$ cat src/rtl/if_fetch_pkg.sv
// Shared constants and FSM encoding for the instruction-fetch front end.
package if_fetch_pkg;

  localparam logic [31:0] RESET_PC_ADDR = 32'hBFC0_0000;
  localparam int unsigned PC_STEP       = 4;

  typedef enum logic [1:0] {
    ST_FETCH,
    ST_HOLD,
    ST_DISCARD
  } fetch_state_e;

endpackage

$ cat src/rtl/if_fetch_if.sv
// Instruction-ROM request/ready bus between the fetch unit and the ROM.
interface if_fetch_if #(
  parameter int ADDR_W = 32,
  parameter int INST_W = 32
);
  logic              rom_en;
  logic [ADDR_W-1:0] rom_addr;
  logic              rom_ready;
  logic [INST_W-1:0] rom_rdata;

  modport master (output rom_en, rom_addr, input rom_ready, rom_rdata);
  modport slave  (input rom_en, rom_addr, output rom_ready, rom_rdata);
endinterface

$ cat src/rtl/if_fetch_skid_buf.sv
// One-entry {pc, inst} holding slot that catches a fetch returned while decode is stalled.
module fetch_skid_buf #(
  parameter int ADDR_W = 32,
  parameter int INST_W = 32
) (
  input  logic              clk,
  input  logic              rst,
  input  logic              push_i,
  input  logic              pop_i,
  input  logic              clear_i,
  input  logic [ADDR_W-1:0] pc_i,
  input  logic [INST_W-1:0] inst_i,
  output logic              full_o,
  output logic [ADDR_W-1:0] pc_o,
  output logic [INST_W-1:0] inst_o
);

  logic              full_q;
  logic [ADDR_W-1:0] pc_q;
  logic [INST_W-1:0] inst_q;

  // NOTE: sequential state uses non-blocking assignments so every register samples pre-edge values.
  always_ff @(posedge clk or posedge rst) begin
    if (rst) begin
      full_q <= 1'b0;
      pc_q   <= '0;
      inst_q <= '0;
    end else if (clear_i) begin
      full_q <= 1'b0;
    end else if (push_i) begin
      full_q <= 1'b1;
      pc_q   <= pc_i;
      inst_q <= inst_i;
    end else if (pop_i) begin
      full_q <= 1'b0;
    end
  end

  assign full_o = full_q;
  assign pc_o   = pc_q;
  assign inst_o = inst_q;

endmodule

$ cat src/rtl/if_fetch.sv
// Fetch front end: owns the PC, talks to the instruction ROM, presents pc/inst to IF/ID.
module if_fetch
  import if_fetch_pkg::*;
#(
  parameter int                ADDR_W   = 32,
  parameter int                INST_W   = 32,
  parameter logic [ADDR_W-1:0] RESET_PC = ADDR_W'(RESET_PC_ADDR)
) (
  input  logic              clk,
  input  logic              rst,
  input  logic              stall,
  input  logic              branch_flag,
  input  logic [ADDR_W-1:0] branch_addr,
  input  logic              flush,
  input  logic [ADDR_W-1:0] flush_pc,
  if_fetch_if.master        rom,
  output logic [ADDR_W-1:0] pc,
  output logic [INST_W-1:0] inst,
  output logic              inst_valid,
  output logic              fetch_busy
);

  fetch_state_e      state_q, state_d;
  logic [ADDR_W-1:0] addr_q, addr_d;
  logic [ADDR_W-1:0] pend_addr_q, pend_addr_d;
  logic              pend_valid_q, pend_valid_d;
  logic              out_valid_q, out_valid_d;
  logic [ADDR_W-1:0] pc_q, pc_d;
  logic [INST_W-1:0] inst_q, inst_d;

  logic              skid_push, skid_pop, skid_full;
  logic [ADDR_W-1:0] skid_pc;
  logic [INST_W-1:0] skid_inst;
  logic              ack, take_branch, out_free;

  function automatic logic [ADDR_W-1:0] word_align(input logic [ADDR_W-1:0] a);
    return a & ~ADDR_W'(3);
  endfunction

  // Request dropped combinationally by reset so an abandoned request ends at once.
  assign rom.rom_en   = !rst && (state_q != ST_HOLD);
  assign rom.rom_addr = addr_q;

  assign ack         = rom.rom_en && rom.rom_ready;
  assign take_branch = branch_flag && !stall;
  assign out_free    = !out_valid_q || !stall;

  // NOTE: every signal assigned here gets a default first, so no latch can be inferred.
  always_comb begin
    state_d      = state_q;
    addr_d       = addr_q;
    pend_valid_d = pend_valid_q;
    pend_addr_d  = pend_addr_q;
    out_valid_d  = out_valid_q && stall;
    pc_d         = pc_q;
    inst_d       = inst_q;
    skid_push    = 1'b0;
    skid_pop     = 1'b0;

    if (flush) begin
      out_valid_d  = 1'b0;
      pend_valid_d = 1'b0;
      if (state_q == ST_HOLD || ack) begin
        addr_d  = word_align(flush_pc);
        state_d = ST_FETCH;
      end else begin
        // Address must stay put until the ROM answers, so park the target.
        pend_valid_d = 1'b1;
        pend_addr_d  = word_align(flush_pc);
        state_d      = ST_DISCARD;
      end
    end else begin
      unique case (state_q)
        ST_FETCH: begin
          if (ack) begin
            if (out_free) begin
              out_valid_d = 1'b1;
              pc_d        = addr_q;
              inst_d      = rom.rom_rdata;
            end else begin
              skid_push = 1'b1;
              state_d   = ST_HOLD;
            end
            pend_valid_d = 1'b0;
            if (take_branch)       addr_d = word_align(branch_addr);
            else if (pend_valid_q) addr_d = pend_addr_q;
            else                   addr_d = addr_q + ADDR_W'(PC_STEP);
          end else if (take_branch) begin
            pend_valid_d = 1'b1;
            pend_addr_d  = word_align(branch_addr);
          end
        end
        ST_HOLD: begin
          if (!stall) begin
            out_valid_d = 1'b1;
            pc_d        = skid_pc;
            inst_d      = skid_inst;
            skid_pop    = 1'b1;
            state_d     = ST_FETCH;
            // No request in flight, so a redirect can retarget the address directly.
            if (branch_flag) addr_d = word_align(branch_addr);
          end
        end
        ST_DISCARD: begin
          if (ack) begin
            addr_d       = pend_addr_q;
            pend_valid_d = 1'b0;
            state_d      = ST_FETCH;
          end
        end
        default: state_d = ST_FETCH;
      endcase
    end
  end

  always_ff @(posedge clk or posedge rst) begin
    if (rst) begin
      state_q      <= ST_FETCH;
      addr_q       <= RESET_PC;
      pend_valid_q <= 1'b0;
      pend_addr_q  <= '0;
      out_valid_q  <= 1'b0;
      pc_q         <= '0;
      inst_q       <= '0;
    end else begin
      state_q      <= state_d;
      addr_q       <= addr_d;
      pend_valid_q <= pend_valid_d;
      pend_addr_q  <= pend_addr_d;
      out_valid_q  <= out_valid_d;
      pc_q         <= pc_d;
      inst_q       <= inst_d;
    end
  end

  fetch_skid_buf #(
    .ADDR_W (ADDR_W),
    .INST_W (INST_W)
  ) u_skid (
    .clk     (clk),
    .rst     (rst),
    .push_i  (skid_push),
    .pop_i   (skid_pop),
    .clear_i (flush),
    .pc_i    (addr_q),
    .inst_i  (rom.rom_rdata),
    .full_o  (skid_full),
    .pc_o    (skid_pc),
    .inst_o  (skid_inst)
  );

  assign pc         = pc_q;
  assign inst       = inst_q;
  assign inst_valid = out_valid_q;
  assign fetch_busy = rom.rom_en && !rom.rom_ready;

endmodule

$ cat src/flat_wrapper.sv
// flat-port wrapper written by rule: the top's interface ports become plain ports
module if_fetch_flat import if_fetch_pkg::*;
#(
  parameter int                ADDR_W   = 32,
  parameter int                INST_W   = 32,
  parameter logic [ADDR_W-1:0] RESET_PC = ADDR_W'(RESET_PC_ADDR)
)
  (clk, rst, stall, branch_flag, branch_addr, flush, flush_pc, pc, inst, inst_valid, fetch_busy, rom_rom_en, rom_rom_addr, rom_rom_ready, rom_rom_rdata);
  if_fetch_if #(.ADDR_W(ADDR_W), .INST_W(INST_W)) rom_i ();
  input  logic clk;
  input  logic rst;
  input  logic stall;
  input  logic branch_flag;
  input  logic [ADDR_W-1:0] branch_addr;
  input  logic flush;
  input  logic [ADDR_W-1:0] flush_pc;
  output logic [ADDR_W-1:0] pc;
  output logic [INST_W-1:0] inst;
  output logic inst_valid;
  output logic fetch_busy;
  output wire logic [$bits(rom_i.rom_en)-1:0] rom_rom_en;
  output wire logic [$bits(rom_i.rom_addr)-1:0] rom_rom_addr;
  input wire logic [$bits(rom_i.rom_ready)-1:0] rom_rom_ready;
  input wire logic [$bits(rom_i.rom_rdata)-1:0] rom_rom_rdata;
  assign rom_rom_en = rom_i.rom_en;
  assign rom_rom_addr = rom_i.rom_addr;
  assign rom_i.rom_ready = rom_rom_ready;
  assign rom_i.rom_rdata = rom_rom_rdata;
  if_fetch #(.ADDR_W(ADDR_W), .INST_W(INST_W), .RESET_PC(RESET_PC)) u_core (.clk(clk), .rst(rst), .stall(stall), .branch_flag(branch_flag), .branch_addr(branch_addr), .flush(flush), .flush_pc(flush_pc), .rom(rom_i), .pc(pc), .inst(inst), .inst_valid(inst_valid), .fetch_busy(fetch_busy));
endmodule
$ cat config.mk
export PLATFORM = sky130hd
export DESIGN_NAME = if_fetch_flat
export DESIGN_NICKNAME = d
export VERILOG_FILES = /design/src/rtl/if_fetch_pkg.sv /design/src/rtl/if_fetch_if.sv /design/src/rtl/if_fetch_skid_buf.sv /design/src/rtl/if_fetch.sv /design/src/flat_wrapper.sv
export SDC_FILE = /design/constraint.sdc
export NUM_CORES = 1
export LEC_CHECK = 0
export CELL_PAD_IN_SITES_DETAIL_PLACEMENT = 0
export CELL_PAD_IN_SITES_GLOBAL_PLACEMENT = 1
export CORE_UTILIZATION = 50
export CTS_BUF_LIST = sky130_fd_sc_hd__clkbuf_4
export DETAILED_ROUTE_END_ITERATION = 12
export DONT_BUFFER_PORTS = 1
export PLACE_DENSITY = 0.82
export SETUP_SLACK_MARGIN = 0.5
export SLEW_MARGIN = 25
export SYNTH_ARGS = -nofsm -noshare
export SYNTH_HDL_FRONTEND = slang
export SYNTH_SLANG_ARGS = --single-unit
$ cat constraint.sdc
create_clock -name clk -period 11.8 [get_ports clk]
set_input_delay 1.18 -clock clk [delete_from_list [all_inputs] [get_ports clk]]
set_output_delay 1.18 -clock clk [all_outputs]
set_load 0.01 [all_outputs]
## Word level (Yosys, flattened, before mapping)

Cells that the tools add are included.

| storage, ports and cells | value |
|---|---|
| register bits | 196 |
| input port bits | 102 |
| output and inout bits | 99 |
| word-level logic and storage cells | 93 |

| operators by class | value |
|---|---|
| $add $sub $neg | 1 |
| eq/ne operators | 15 |
| mux-type cells | 44 |
| bitwise gates (word level) | 1 |
| reduce and logical (&&, ||, !) cells | 23 |

Operators with widths:

| kind | count |
|---|---|
| $mux W32 | 19 |
| $pmux W32 S2 | 2 |
| $pmux W32 S3 | 1 |
| $add A32 B3 Y32 const B | 1 |
| $mux W1 | 13 |
| $mux W2 | 6 |
| $ne A3 B3 Y1 const B | 3 |
| $ne A2 B1 Y1 const B | 4 |
| $reduce_and A4 Y1 | 2 |
| $ne A2 B2 Y1 const B | 3 |
| $ne A3 B2 Y1 const B | 2 |
| $pmux W2 S3 | 1 |
| $reduce_and A6 Y1 | 1 |
| $reduce_bool A2 Y1 | 3 |
| $logic_and A1 B1 Y1 | 5 |
| $reduce_and A5 Y1 | 1 |
| $logic_not A1 Y1 | 4 |
| $ne A4 B2 Y1 const B | 1 |
| $pmux W1 S2 | 2 |
| $reduce_bool A4 Y1 | 1 |
| $reduce_and A3 Y1 | 1 |
| $reduce_bool A3 Y1 | 1 |
| $eq A2 B1 Y1 const B | 1 |
| $eq A2 B2 Y1 const B | 1 |
| 4 further kinds | 5 |

## Longest topological paths before layout

| depth | value |
|---|---|
| depth after elaboration | 7 |
| mapped depth | 10 |
| depth with buffers taken out | 8 |

## By module

A second synthesis with hierarchy kept.

| second synthesis, totals | value |
|---|---|
| cells, all modules | 1071 |
| area total of the unflattened synthesis | 10725.3 um^2 |

By module, submodules not included:

| module | instances | cells each | area an instance (um^2) | sequential area each (um^2) |
|---|---|---|---|---|
| if_fetch | 1 | 930 | 7980.2 | 3214.3 |
| fetch_skid_buf | 1 | 141 | 2745.1 | 1626.6 |

## Worst setup path after synthesis

Ideal clock, no wire load.

| timing | value |
|---|---|
| path kind | input to register |
| from | input rst |
| to | register u_core.u_skid.inst_q[0] (netlist: u_core.u_skid.inst_o[0]) |
| setup time | 0.125 ns |
| arrival | 6.785 ns |
| data required time | 11.675 ns |
| slack | 4.890 ns |
| stages on the path | 5 |
| path buffers | 1 |
| cells stage by stage | inv_1 -> nand2_1 -> nor4_2 -> buf_2 -> mux2_2 |

| on the way | value |
|---|---|
| word-level cells in the longest chain between the ends | 7 |

RTL lines:

| element | line | RTL |
|---|---|---|
| start, declared | flat_wrapper.sv:11 | `input logic rst;` |
| $logic_not A1 Y1 (no line) | - |  |
| $logic_and A1 B1 Y1 | if_fetch.sv:41 | `assign rom.rom_en = !rst && (state_q != ST_HOLD);` |
| $logic_and A1 B1 Y1 | if_fetch.sv:44 | `assign ack = rom.rom_en && rom.rom_ready;` |
| $mux W1 | if_fetch.sv:75 | `if (ack) begin` |
| $mux W1 | if_fetch.sv:73 | `unique case (state_q)` |
| $mux W1 | if_fetch.sv:60 | `if (flush) begin` |
| $reduce_and A2 Y1 (no line) | - |  |
| end signal, assigned | if_fetch_skid_buf.sv:33 | `inst_q <= inst_i;` |
| end, declared | if_fetch_skid_buf.sv:20 | `logic [INST_W-1:0] inst_q;` |

No other way between the ends.
A chain may end at the register's enable or synchronous reset.

## Worst setup path after layout

| timing | value |
|---|---|
| from | register u_core.state_q[1] |
| to | register u_core.inst_q[14] (netlist: u_core.inst[14]) |

| on the way | value |
|---|---|
| word-level cells in the longest chain between the ends | 5 |
| elaborated cells between the ends (all ways) | 11 |
| those cells by class | eq/ne: 5; mux: 1; reduce/logical: 5 |

RTL lines:

| element | line | RTL |
|---|---|---|
| start, declared | if_fetch.sv:23 | `fetch_state_e state_q, state_d;` |
| start signal, assigned | if_fetch.sv:126 | `state_q <= state_d;` |
| $ne A2 B1 Y1 | if_fetch.sv:41 |  |
| $logic_and A1 B1 Y1 | if_fetch.sv:41 |  |
| $logic_and A1 B1 Y1 | if_fetch.sv:44 |  |
| $ne A2 B1 Y1 (no line) | - |  |
| $reduce_and A5 Y1 (no line) | - |  |
| end signal, assigned | if_fetch.sv:132 | `inst_q <= inst_d;` |
| end, declared | if_fetch.sv:29 | `logic [INST_W-1:0] inst_q, inst_d;` |

Parallel ways exist; a longest one is shown, timed or not.

==> flow_summary.toml <==
[detailed_routing]
drt_wl_total_um = 26600
first_pass_iters = 5
vias = 7648
drt_iter0_markers = 618
postRouteAntennaNets = 0
wl_per_cell_um = 21.2
drc = 0
vias_per_cell = 6.09

[floorplan]
dieArea_um2 = 20500
rows = 51
core_um2 = 19500
die_w_um = 143
dieHeight_um = 143
start_util_pct = 51.1
io_pins = 201

[clock_tree]
htree_levels = 4
cts_buffer_depth = 2
cts_hold_buf = 0
path_clk_slew_ps = 160
cts_setup_buffers = 0
cts-root-buf = "clkbuf_4"
cts_tree = "done"
clock-sinks = 188
clock_latency_ps = 590
cts-buffers-inserted = 17
cts_resized = 0

[placed_design]
dpl.hpwl_um = 16600
dpl.cell_count = 1221
place.port_buffers = 0
gp_congestion = 0.790
pre_cts_ws_ps = 7880

[hold_path]
hp-class = "register to register"
holdCritStartpoint = "u_core.pend_addr_q[18]"
worstHoldPathCells = 2
min_to = "u_core.pend_addr_q[18]"

[setup_path]
worstReg2RegStart = "u_core.state_q[1]"
crit_path_max_incr_delay_ps = 790
end_kind = "register"
path_cells = "inv_1 > ha_4 > inv_1 > nor3_1 > a41oi_1 > nor2_4 > buf_4 > nor2_1 > a21oi_1"
r2r_cells = 9
critPathKind = "register to register"
reg2reg_to = "u_core.inst[14]"
rrSetupSlack_ps = 8300
critical_path_arrival_ps = 4010
crit_required_ps = 12310
startpoint_type = "register"
critPathMaxFanout = 86
slowest_stage = "buf_4"
cpMostUsedCell = "inv_1"

[run]
maxCapViolations = 0

[timing]
slew_viol_final = 0
holdWs_ps = 523
final.min_clock_period_ps = 3500
worst_slack_ps = 8300
rsz0062_at_grt = "false"
finalHoldViolCount = 0
tightest_slew_ps = 963
fin_skew_ps = 22.9
setup_violations = 0
fin_crit_sh_pct = 29.7
maxSlewHeadroom_pct = 35.6
max_freq_mhz = 285
setup_tns_ps = 0

[global_routing]
grt_first_pass_wirelength_um = 41300
antenna_found_initial = 1
grt_pass1_vias = 7166
track_usage_pct = 26.3
grt_start_max_net_pins = 132
grt_overflow_total = 0

[synth]
synth_flop_cell = "dfrtp_1"
yosysWarnings = 0
synth_common_cells = "179 x dfrtp_1, 134 x a21oi_1, 106 x nor2_1"
ys_seq_area_share_pct = 47.2
synthesis.instances = 1033
syn_area_um2 = 9980
synthArstFlopShare_pct = 100
yosysMostFrequentCell = "dfrtp_1"
synthDistinctLibCells = 57
syn_avg_cell_area_um2 = 9.66
ys_ff_latch = 188
yosys.area.top_type_share_pct = 44.9
synth_largest_area_cell = "dfrtp_1"
ys_top_cells_by_area = "dfrtp_1 45%, mux2i_1 8.5%, mux2_2 7.1%"
synth_enable_flop_cells = 0

[run_status]
status = "complete, no violations"

[finish]
final_nets = 1082
fin_cells = 1255
layout-drive-gt1-share_pct = 13.1
area_growth_pct = 4.21

[power]
ir_drop_mv = 0.0630
finalPower_mw = 1.84
power_density_nw_per_um2 = 176
leakage_nw = 4.27
flip-flops by register name (all words and copies together) (netlist names):
name / cells
u_core.pc: 30
u_core.inst: 32
u_core.u_skid.pc_o: 30
u_core.pend_valid_q: 1
u_core.inst_valid: 1
u_core.u_skid.inst_o: 32
u_core.state_q: 2
u_core.rom.rom_addr: 30
u_core.pend_addr_q: 30
through the flow:
step | util (%) | instance area (um2)
after global placement | 51.6 | 10100
after floorplan | - | 9990
after CTS | 53.1 | 10400
after global routing | 53.3 | 10400
final | 53.3 | 10400
after detailed placement | 51.6 | 10100
metal layers:
layer	global-route usage (%)	routed length (um)	vias to the layer above
met3	6.43	1940	19
met4	8.06	313	0
met2	41.1	12600	272
met1	36.0	11700	3748
li1	-	-	3609
met5	0	0	-
cells in the final DEF, fill, tap and decap left out, types with 5 or more instances in the layout:
| cell | count |
|---|---|
| o31ai_1 | 7 |
| inv_1 | 13 |
| o211ai_1 | 9 |
| and3_1 | 12 |
| dfstp_2 | 9 |
| mux2_2 | 63 |
| a221oi_1 | 10 |
| xor2_1 | 7 |
| dfrtp_1 | 178 |
| buf_4 | 10 |
| nor3_1 | 11 |
| a21oi_1 | 134 |
| o22a_1 | 5 |
| nand3_1 | 26 |
| inv_6 | 5 |
| nor3b_1 | 6 |
| mux2i_1 | 85 |
| a21boi_0 | 8 |
| clkbuf_4 | 17 |
| xnor2_1 | 11 |
| a22oi_1 | 28 |
| nor2_1 | 105 |
| nand2_1 | 75 |
| a31oi_1 | 16 |
| o21ai_0 | 55 |
report_power, final:
part,switching (mW),internal [mW]
registers,0.259,0.811
logic,0.211,0.176
clock network,0.244,0.134
total,0.714,1.12
cells by family (layout without fill, tap and decap cells):
group	Yosys count	after routing	share of synthesized area [%]
AOI/OAI and AO/OA	305	305	18.6
and+or+nand+nor	265	265	12.1
DFF	188	188	47.2
muxes	148	148	15.6
buffers and inverters	104	57	4.32
xor gates and xnor gates	18	18	1.58
adders and majority gates	4	4	0.501
other	1	5	0.0376
worst max-delay path by stage:
stage,cells past startpoint,slack (ps),from,end
5_1_grt,9,7930,u_core.state_q[1],u_core.pc[23]
2_1_floorplan,5,4890,rst,u_core.u_skid.inst_o[0]
3_5_place_dp,6,7880,rom_rom_ready,u_core.inst[14]
6_report,9,8300,u_core.state_q[1],u_core.inst[14]
4_1_cts,9,8250,u_core.state_q[1],u_core.inst[14]
3_3_place_gp,5,7910,rom_rom_ready,u_core.pc[29]
final cells by class:
| cell class | count | area [um2] |
|---|---|---|
| fillers | 1798 | 9120 |
| multi-input cells | 744 | 4890 |
| flip-flops and latches | 188 | 4720 |
| well taps | 265 | 332 |
| clock inverters | 15 | 175 |
| clock buffers | 17 | 128 |
| repair buffers | 11 | 103 |
| inverters | 14 | 60.1 |
| diodes | 1 | 2.50 |
critical path, delay by kind of cell (launching register included):
| family | cells | cell delay, ps |
|---|---|---|
| buffers and inverters | 3 | 1060 |
| and+or+nand+nor | 3 | 1030 |
| adders and majority gates | 1 | 600 |
| DFF | 1 | 410 |
| AOI/OAI and AO/OA | 2 | 300 |
No activity file was read; power rests on OpenSTA's default activity.
